## config.mk

```make
export PLATFORM = sky130hd
export DESIGN_NAME = regfile_dump
export DESIGN_NICKNAME = d
export VERILOG_FILES = /design/src/rtl/regfile_dump_pkg.sv /design/src/rtl/regfile_core.sv /design/src/rtl/regfile_dump.sv
export SDC_FILE = /design/constraint.sdc
export NUM_CORES = 2
export LEC_CHECK = 0
export CORE_UTILIZATION = 55
export DETAILED_ROUTE_END_ITERATION = 12
export GPL_ROUTABILITY_DRIVEN = 0
export PLACE_DENSITY = 0.83
export RECOVER_POWER = 25
export SYNTH_ARGS = -nofsm -noshare
export SYNTH_HDL_FRONTEND = slang
export SYNTH_SLANG_ARGS = --single-unit
```

## constraint.sdc

```tcl
create_clock -name clk -period 7.2 [get_ports clk]
set_input_delay 1.08 -clock clk [delete_from_list [all_inputs] [get_ports clk]]
set_output_delay 1.08 -clock clk [all_outputs]
set_load 0.005 [all_outputs]
```

## src/rtl/regfile_dump_pkg.sv

```systemverilog
// Shared types and default sizes for the register file and its dump engine.
package regfile_dump_pkg;

    // Default datapath sizes, also used by the decoder and ALU.
    localparam int DEF_XLEN  = 32;
    localparam int DEF_NREGS = 32;

    // Dump engine states.
    typedef enum logic [1:0] {
        IDLE = 2'd0,
        RUN  = 2'd1,
        DONE = 2'd2
    } dump_state_t;

endpackage

```

## src/rtl/regfile_core.sv

```systemverilog
// Register storage with two combinational read ports, one dump read port,
// and a gated synchronous write port. Register 0 can be hardwired to zero.
module regfile_core
    import regfile_dump_pkg::*;
#(
    parameter int XLEN     = DEF_XLEN,
    parameter int NREGS    = DEF_NREGS,
    parameter int ZERO_REG = 1,
    parameter int AW       = $clog2(NREGS)
) (
    input  logic            clk,
    input  logic            rst_n,
    input  logic [AW-1:0]   rs1,
    input  logic [AW-1:0]   rs2,
    input  logic [AW-1:0]   rs3,
    output logic [XLEN-1:0] rv1,
    output logic [XLEN-1:0] rv2,
    output logic [XLEN-1:0] rv3,
    input  logic [AW-1:0]   rd,
    input  logic            we,
    input  logic [XLEN-1:0] wdata,
    input  logic            wr_inhibit
);

    logic [XLEN-1:0] regs [NREGS];
    logic            wr_en;
    logic            rd_is_zero;

    // Writes to a hardwired x0 are silently ignored; writes are also blocked
    // while the dump engine owns the array so its beats stay stable.
    always_comb begin
        rd_is_zero = (ZERO_REG != 0) && (rd == '0);
        wr_en      = we && !wr_inhibit && !rd_is_zero;
    end

    // Storage update; reset clears every register.
    always_ff @(posedge clk or negedge rst_n) begin
        if (!rst_n) begin
            for (int i = 0; i < NREGS; i++) regs[i] <= '0;
        end else if (wr_en) begin
            regs[rd] <= wdata;
        end
    end

    // Read muxes; x0 is forced to zero so its storage value never matters.
    always_comb begin
        rv1 = ((ZERO_REG != 0) && (rs1 == '0)) ? '0 : regs[rs1];
        rv2 = ((ZERO_REG != 0) && (rs2 == '0)) ? '0 : regs[rs2];
        rv3 = ((ZERO_REG != 0) && (rs3 == '0)) ? '0 : regs[rs3];
    end

endmodule

```

## src/rtl/regfile_dump.sv

```systemverilog
// Register file with a streaming dump engine: on request, every register is
// sent out over a valid/ready channel in index order, then a done pulse.
module regfile_dump
    import regfile_dump_pkg::*;
#(
    parameter  int XLEN     = DEF_XLEN,
    parameter  int NREGS    = DEF_NREGS,
    parameter  int ZERO_REG = 1,
    localparam int AW       = $clog2(NREGS)
) (
    input  logic            clk,
    input  logic            rst_n,
    input  logic [AW-1:0]   rs1,
    input  logic [AW-1:0]   rs2,
    output logic [XLEN-1:0] rv1,
    output logic [XLEN-1:0] rv2,
    input  logic [AW-1:0]   rd,
    input  logic            we,
    input  logic [XLEN-1:0] wdata,
    output logic            wr_dropped,
    input  logic            dump_start,
    output logic            dump_busy,
    output logic            dump_valid,
    input  logic            dump_ready,
    output logic [AW-1:0]   dump_idx,
    output logic [XLEN-1:0] dump_data,
    output logic            dump_done
);

    localparam logic [AW-1:0] LAST_IDX = AW'(NREGS - 1);

    dump_state_t   state, next_state;
    logic [AW-1:0] next_idx;
    logic          busy_now;

    assign busy_now = (state != IDLE);

    regfile_core #(
        .XLEN     (XLEN),
        .NREGS    (NREGS),
        .ZERO_REG (ZERO_REG),
        .AW       (AW)
    ) u_core (
        .clk        (clk),
        .rst_n      (rst_n),
        .rs1        (rs1),
        .rs2        (rs2),
        .rs3        (dump_idx),
        .rv1        (rv1),
        .rv2        (rv2),
        .rv3        (dump_data),
        .rd         (rd),
        .we         (we),
        .wdata      (wdata),
        .wr_inhibit (busy_now)
    );

    // Next-state and index logic; the terminal beat always exits to DONE.
    always_comb begin
        next_state = state;
        next_idx   = dump_idx;
        case (state)
            IDLE: begin
                if (dump_start) begin
                    next_state = RUN;
                    next_idx   = '0;
                end
            end
            RUN: begin
                if (dump_ready) begin
                    if (dump_idx == LAST_IDX) begin
                        next_state = DONE;
                        next_idx   = '0;
                    end else begin
                        next_idx = dump_idx + 1'b1;
                    end
                end
            end
            DONE:    next_state = IDLE;
            default: next_state = IDLE;
        endcase
    end

    // State, index and all status outputs registered from next-state, so
    // nothing visible depends combinationally on dump_ready.
    always_ff @(posedge clk or negedge rst_n) begin
        if (!rst_n) begin
            state      <= IDLE;
            dump_idx   <= '0;
            dump_valid <= 1'b0;
            dump_busy  <= 1'b0;
            dump_done  <= 1'b0;
            wr_dropped <= 1'b0;
        end else begin
            state      <= next_state;
            dump_idx   <= next_idx;
            dump_valid <= (next_state == RUN);
            dump_busy  <= (next_state != IDLE);
            dump_done  <= (next_state == DONE);
            wr_dropped <= we && busy_now && !((ZERO_REG != 0) && (rd == '0));
        end
    end

endmodule

```

# Word-level counts from Yosys, hierarchy flattened
# Index checks and enable logic that the tools add are counted.
[word_totals] inputBits=52 elab_cells=93 regBits=1035 memories=0 latchBits=0 out_inout_bits=105 rom_bits=0 mem_bits_rw=0
[classes] div=0 n_eq_ne=6 bitwise_logic=4 addsub=1 magnitude_cmp=5 n_reduce_logical=16 n_shift=0 n_mul=0 n_mux=23
[ops] operator="bitwise mux 1024 bit" n=1
[ops] operator="binary-select mux 32 bit (select 5 bit)" n=3
[ops] operator="2-to-1 mux 32 bit" n=10
[ops] operator="demux 32 bit (select 5 bit)" n=1
[ops] operator=">= comparator 6 bit (second input constant)" n=4
[ops] operator="NOT 5 -> 6 bit" n=4
[ops] operator="zero test 5 bit" n=4
[ops] operator="2-to-1 mux 5 bit" n=3
[ops] operator="case mux 5 bit (2 select lines)" n=1
[ops] operator="< comparator 6 x 1 -> 1 bit (second input constant)" n=1
[ops] operator="2-to-1 mux 2 bit" n=3
[ops] operator="nonzero test 2 bit" n=3
[ops] operator="adder 5 x 1 -> 5 bit (second input constant)" n=1
[ops] operator="equality test 5 bit (second input constant)" n=1
[ops] operator="logical AND 1 bit" n=5
[ops] operator="equality test 2 x 1 -> 1 bit (second input constant)" n=2
[ops] operator="!= test 2 bit (second input constant)" n=2
[ops] operator="case mux 2 bit (2 select lines)" n=1
[ops] operator="AND reduction 3 bit" n=1
[ops] operator="equality test 2 bit (second input constant)" n=1
[ops] operator="zero test 1 bit" n=2
[ops] operator="zero test 2 bit" n=1

# Longest topological paths before layout
[logic_depth] ltp_word=6 ltp_mapped=10 mapped_depth_nobuf=6

# Modules after synthesis
# Synthesis repeated with hierarchy kept, for this count alone.
[hier_totals] cells_unflattened=4305 area_unflattened_um2=63058.0
[modules_own_cells] mod="regfile_core" area_per_inst_um2=62542.5 instances=1 cells_per_inst=4260 seq_area_each_um2=25624.6
[modules_own_cells] mod="regfile_dump" area_per_inst_um2=515.5 instances=1 cells_per_inst=45 seq_area_each_um2=275.3

# Worst setup path after synthesis
# Ideal clock, no wire load.
[synth_timing] kind="input -> output" startpoint="input rs2[1]" endpoint="output rv2[10]" t_required_ns=6.120 arrival_time_ns=2.714 cell_stages=7 setup_slack_ns=3.406 path_buffers=3 path_cell_list="buf_2 -> buf_4 -> buf_2 -> mux4_2 -> mux2_2 -> o32ai_1 -> nor3_1"
[synth_between] elab_chain_len=5 elab_cells_between_ends=6 cone_classes="mux (4); bitwise (1); reduce/logical (1)"
[synth_rtl] element="from (decl)" line_no="regfile_dump.sv:14" text="input logic [AW-1:0] rs2,"
[synth_rtl] element="NOT 5 -> 6 bit (implied by the code)" line_no="regfile_core.sv:48" text="rv2 = ((ZERO_REG != 0) && (rs2 == '0)) ? '0 : regs[rs2];"
[synth_rtl] element="binary-select mux 32 bit (select 5 bit)" line_no="regfile_core.sv:48"
[synth_rtl] element="2-to-1 mux 32 bit (implied by the code) (2 in series)" line_no="regfile_core.sv:48"
[synth_rtl] element="2-to-1 mux 32 bit (*)" line_no="regfile_core.sv:48"
[synth_rtl] element="to (decl)" line_no="regfile_dump.sv:16" text="output logic [XLEN-1:0] rv2,"
# Every way passes the cells marked *; elsewhere a longest branch is shown, timed or not. The select of a mux whose other input is x is not followed.

# Final worst setup path
[layout_timing] startpoint="input rs1[4]" endpoint="output rv1[21]"
[layout_between] elab_chain_len=5 elab_cells_between_ends=6 cone_classes="mux (4); bitwise (1); reduce/logical (1)"
[layout_rtl] element="from (decl)" line_no="regfile_dump.sv:13" text="input logic [AW-1:0] rs1,"
[layout_rtl] element="NOT 5 -> 6 bit (implied by the code)" line_no="regfile_core.sv:47" text="rv1 = ((ZERO_REG != 0) && (rs1 == '0)) ? '0 : regs[rs1];"
[layout_rtl] element="binary-select mux 32 bit (select 5 bit)" line_no="regfile_core.sv:47"
[layout_rtl] element="2-to-1 mux 32 bit (implied by the code) (2 in series)" line_no="regfile_core.sv:47"
[layout_rtl] element="2-to-1 mux 32 bit (*)" line_no="regfile_core.sv:47"
[layout_rtl] element="to (decl)" line_no="regfile_dump.sv:15" text="output logic [XLEN-1:0] rv1,"
# Marks and branches as above.

==> run_results.csv <==
group,metric,value,unit
run_status,status,"finished, violations left",
run_status,violations,"capacitance limit, slew limit",
synthesis,async_reset_ff_share,100,%
place,dp.final_hpwl,127000,um
power,power_frac_clock,38.3,%
power,p_leak,31.3,nW
global_route,use_met3,13.8,%
timing,final.period_utilization,84.3,%
die,die_y,342,um
synthesis,yosysWarnings,0,
clock_tree,htreeDepth,3,
timing,fin_ws,1130,ps
power,switchingPower,5.18,mW
flow_run,cap_violations,2,
synthesis,ys_seq_area_share,40.8,%
timing,holdWs,423,ps
global_route,grt.met1_usage,46.7,%
critical_path,crit_path_end_kind,"primary output",
finish,n_fill_cell,8120,
power,p_total,16.0,mW
global_route,grt_first_pass_wirelength,318000,um
clock_tree,clk_pin_slew,70,ps
synthesis,synth_cells,4470,
die,die_area,117000,sq um
min_path,hold_class,"register to register",
synthesis,synth_ff_type,"dfrtp_1",
timing,post-route-min-period,6070,ps
global_route,grt_max_degree,179,
timing,finalHoldViolations,0,
clock_tree,cts_buffers,110,
clock_tree,cts_tree,"yes",
drt,via_per_inst,7.82,
drt,drc,0,
synthesis,synth.avg_cell_area,14.2,sq um
drt,antenna_left,0,
drt,wl_per_cell,36.7,um
power,swShare,32.5,%
synthesis,yosys.cell_types.count,51,
timing,fmax,165,MHz
die,ioPinCount,157,
global_route,grt-ovfl-total,0,
critical_path,cp_data_required_time,6120,ps
drt,drtPass1Iterations,8,
drt,wirelength,218000,um
power,ir_worst_vdd,0.206,mV
synthesis,synth_edf_count,0,
clock_tree,clock_tree.buffer_depth,3,
finish,drive_gt1_share,46.2,%
drt,drt_iter0_drc,7115,
timing,slew_violations,106,
critical_path,cp_max_fo,26,
global_route,antenna_found_initial,17,
clock_tree,cts_resized,0,
timing,rsz0062_at_grt,"no",
synthesis,synthesis.area,63500,sq um
die,start_util,55.5,%
synthesis,ys_seq_elements,1035,
place,numPortBuffers,156,
timing,fin_skew,21.1,ps
timing,maxSlewHeadroom,-281,%
place,placed_area,65800,sq um
finish,postLayoutCellArea,69700,sq um
clock_tree,root_buffer,"clkbuf_16",
global_route,gr-usage-met2,53.2,%
synthesis,syn_nets,4525,
clock_tree,clock_sinks,1035,
critical_path,cp.arrival,4990,ps
drt,vias,46400,
timing,setup_tns,0,ps
finish,syn2layout_area_growth,9.82,%
critical_path,cp-start-kind,"input pin",
timing,finalSetupViolations,0,
timing,worst_pin_slew,5710,ps
power,internal_power,10.8,mW
global_route,track_usage,37.3,%
power,combPwrFrac,23.2,%
clock_tree,clk_latency,710,ps
critical_path,worst-setup-path-type,"input pin to primary output",
die,die_w,342,um
global_route,grt.busiest_layer,"met2",
die,rows,124,
global_route,grt_pass1_vias,46500,
finish,nets,4377,
clock_tree,postCtsHoldBufs,0,
die,core,114000,sq um
clock_tree,post-cts-setup-buffers,0,
power,sequentialPowerShare,38.5,%
power,power_density,229,nW/um^2
place,dp_slack,1500,ps
-- layer usage --
| layer | vias up | wire length, um |
|---|---|---|
| met5 | - | 88 |
| li1 | 17400 | - |
| met3 | 1074 | 31200 |
| met2 | 4059 | 94200 |
| met4 | 16 | 18200 |
| met1 | 23900 | 74100 |
-- cells by family (layout without fill, tap and decap cells) --
group | after synthesis | in the layout | synth area share [%]
multiplexers | 2078 | 2078 | 46.9
flip-flops | 1035 | 1035 | 40.8
buffers and inverters | 538 | 481 | 3.95
AO/OA/AOI/OAI | 498 | 498 | 5.54
AND/OR/NAND/NOR | 318 | 318 | 2.78
adder cells (fa/ha/maj) | 3 | 3 | 0.0591
other | 0 | 10 | 0
-- worst paths after layout --
path                              startpoint                 to  slack (ps)  depth (start not counted)
max                                   rs1[4]            rv1[21]        1130                          5
min                        u_core.regs[1009]  u_core.regs[1009]         420                          0
max reg2reg                         state[1]   u_core.regs[545]        3700                          5
min reg2reg                u_core.regs[1009]  u_core.regs[1009]         420                          0
max in group asynchronous              rst_n   u_core.regs[716]        1500                          1
min in group asynchronous              rst_n   u_core.regs[766]        2470                          1
-- flip-flops by register name, indices dropped and copies added (netlist names) --
| register | cells |
|---|---|
| dump_done | 1 |
| wr_dropped | 1 |
| state | 2 |
| dump_idx | 5 |
| dump_busy | 1 |
| u_core.regs | 1024 |
| dump_valid | 1 |
-- area by class of cell --
type,count,area (sq um),area share [%]
multi-input combinational,2897,35400,50.7
sequential,1035,25900,37.2
clock buffer,151,3190,4.58
timing repair buffer,272,2630,3.77
tap,1512,1890,2.71
clock inverter,52,673,0.966
antenna,10,25.0,0.0359
inverter,6,22.5,0.0323
-- worst max-delay path: stages --
cell and delay, ps:
clkdlybuf4s50_1 550, or2_2 970, nor2_4 530, nor4_1 1100, clkdlybuf4s50_1 670
-- per-stage QoR --
step	instances	utilization [%]
floorplan	4470	-
global placement	5722	57.6
detailed placement	5722	57.6
CTS	5925	61.0
global route	5933	61.0
finish	5935	61.0
-- Yosys cell counts, drive strengths merged (4+ instances only) --
cell type | n | area, sq um
nand2 | 54 | 203
inv | 4 | 15.0
o21ai | 7 | 35.0
nand3 | 24 | 120
o22ai | 53 | 332
a2111oi | 12 | 105
buf | 277 | 1530
nand2b | 10 | 62.6
nor2 | 23 | 93.8
a221oi | 8 | 70.1
nor2b | 72 | 450
a21o | 5 | 37.5
a22oi | 178 | 1340
a21oi | 87 | 435
o32ai | 20 | 175
a311oi | 9 | 78.8
mux2i | 399 | 3990
a31oi | 24 | 150
o221ai | 16 | 140
mux4 | 609 | 13700
mux2 | 1070 | 12000
and2 | 36 | 225
dfrtp | 1035 | 25900
nor3 | 54 | 297
nor4 | 27 | 169
a22o | 15 | 131
or2 | 5 | 33.8
a211oi | 59 | 443
clkbuf | 255 | 961
-- layout by cell type, fill, tap and decap left out, drive strengths merged, types with 54 or more instances in the layout --
cell	Yosys	layout
dfrtp	1035	1035
a211oi	59	59
nor3	54	54
clkbuf	255	152
mux4	609	609
clkdlybuf4s50	0	144
a22oi	178	178
nor2b	72	72
mux2i	399	399
nand2	54	54
a21oi	87	87
mux2	1070	1070
buf	277	124
-- power groups by stage --
stage          registers, mW  clock network, mW  logic (mW)
2_1_floorplan           6.05                  0        2.02
3_3_place_gp            6.23                  0        3.51
3_5_place_dp            6.23                  0        3.54
4_1_cts                 6.13               6.09        3.56
5_1_grt                 6.14               6.33        3.73
6_report                6.14               6.10        3.71
Power figures use the tool's default switching activity.
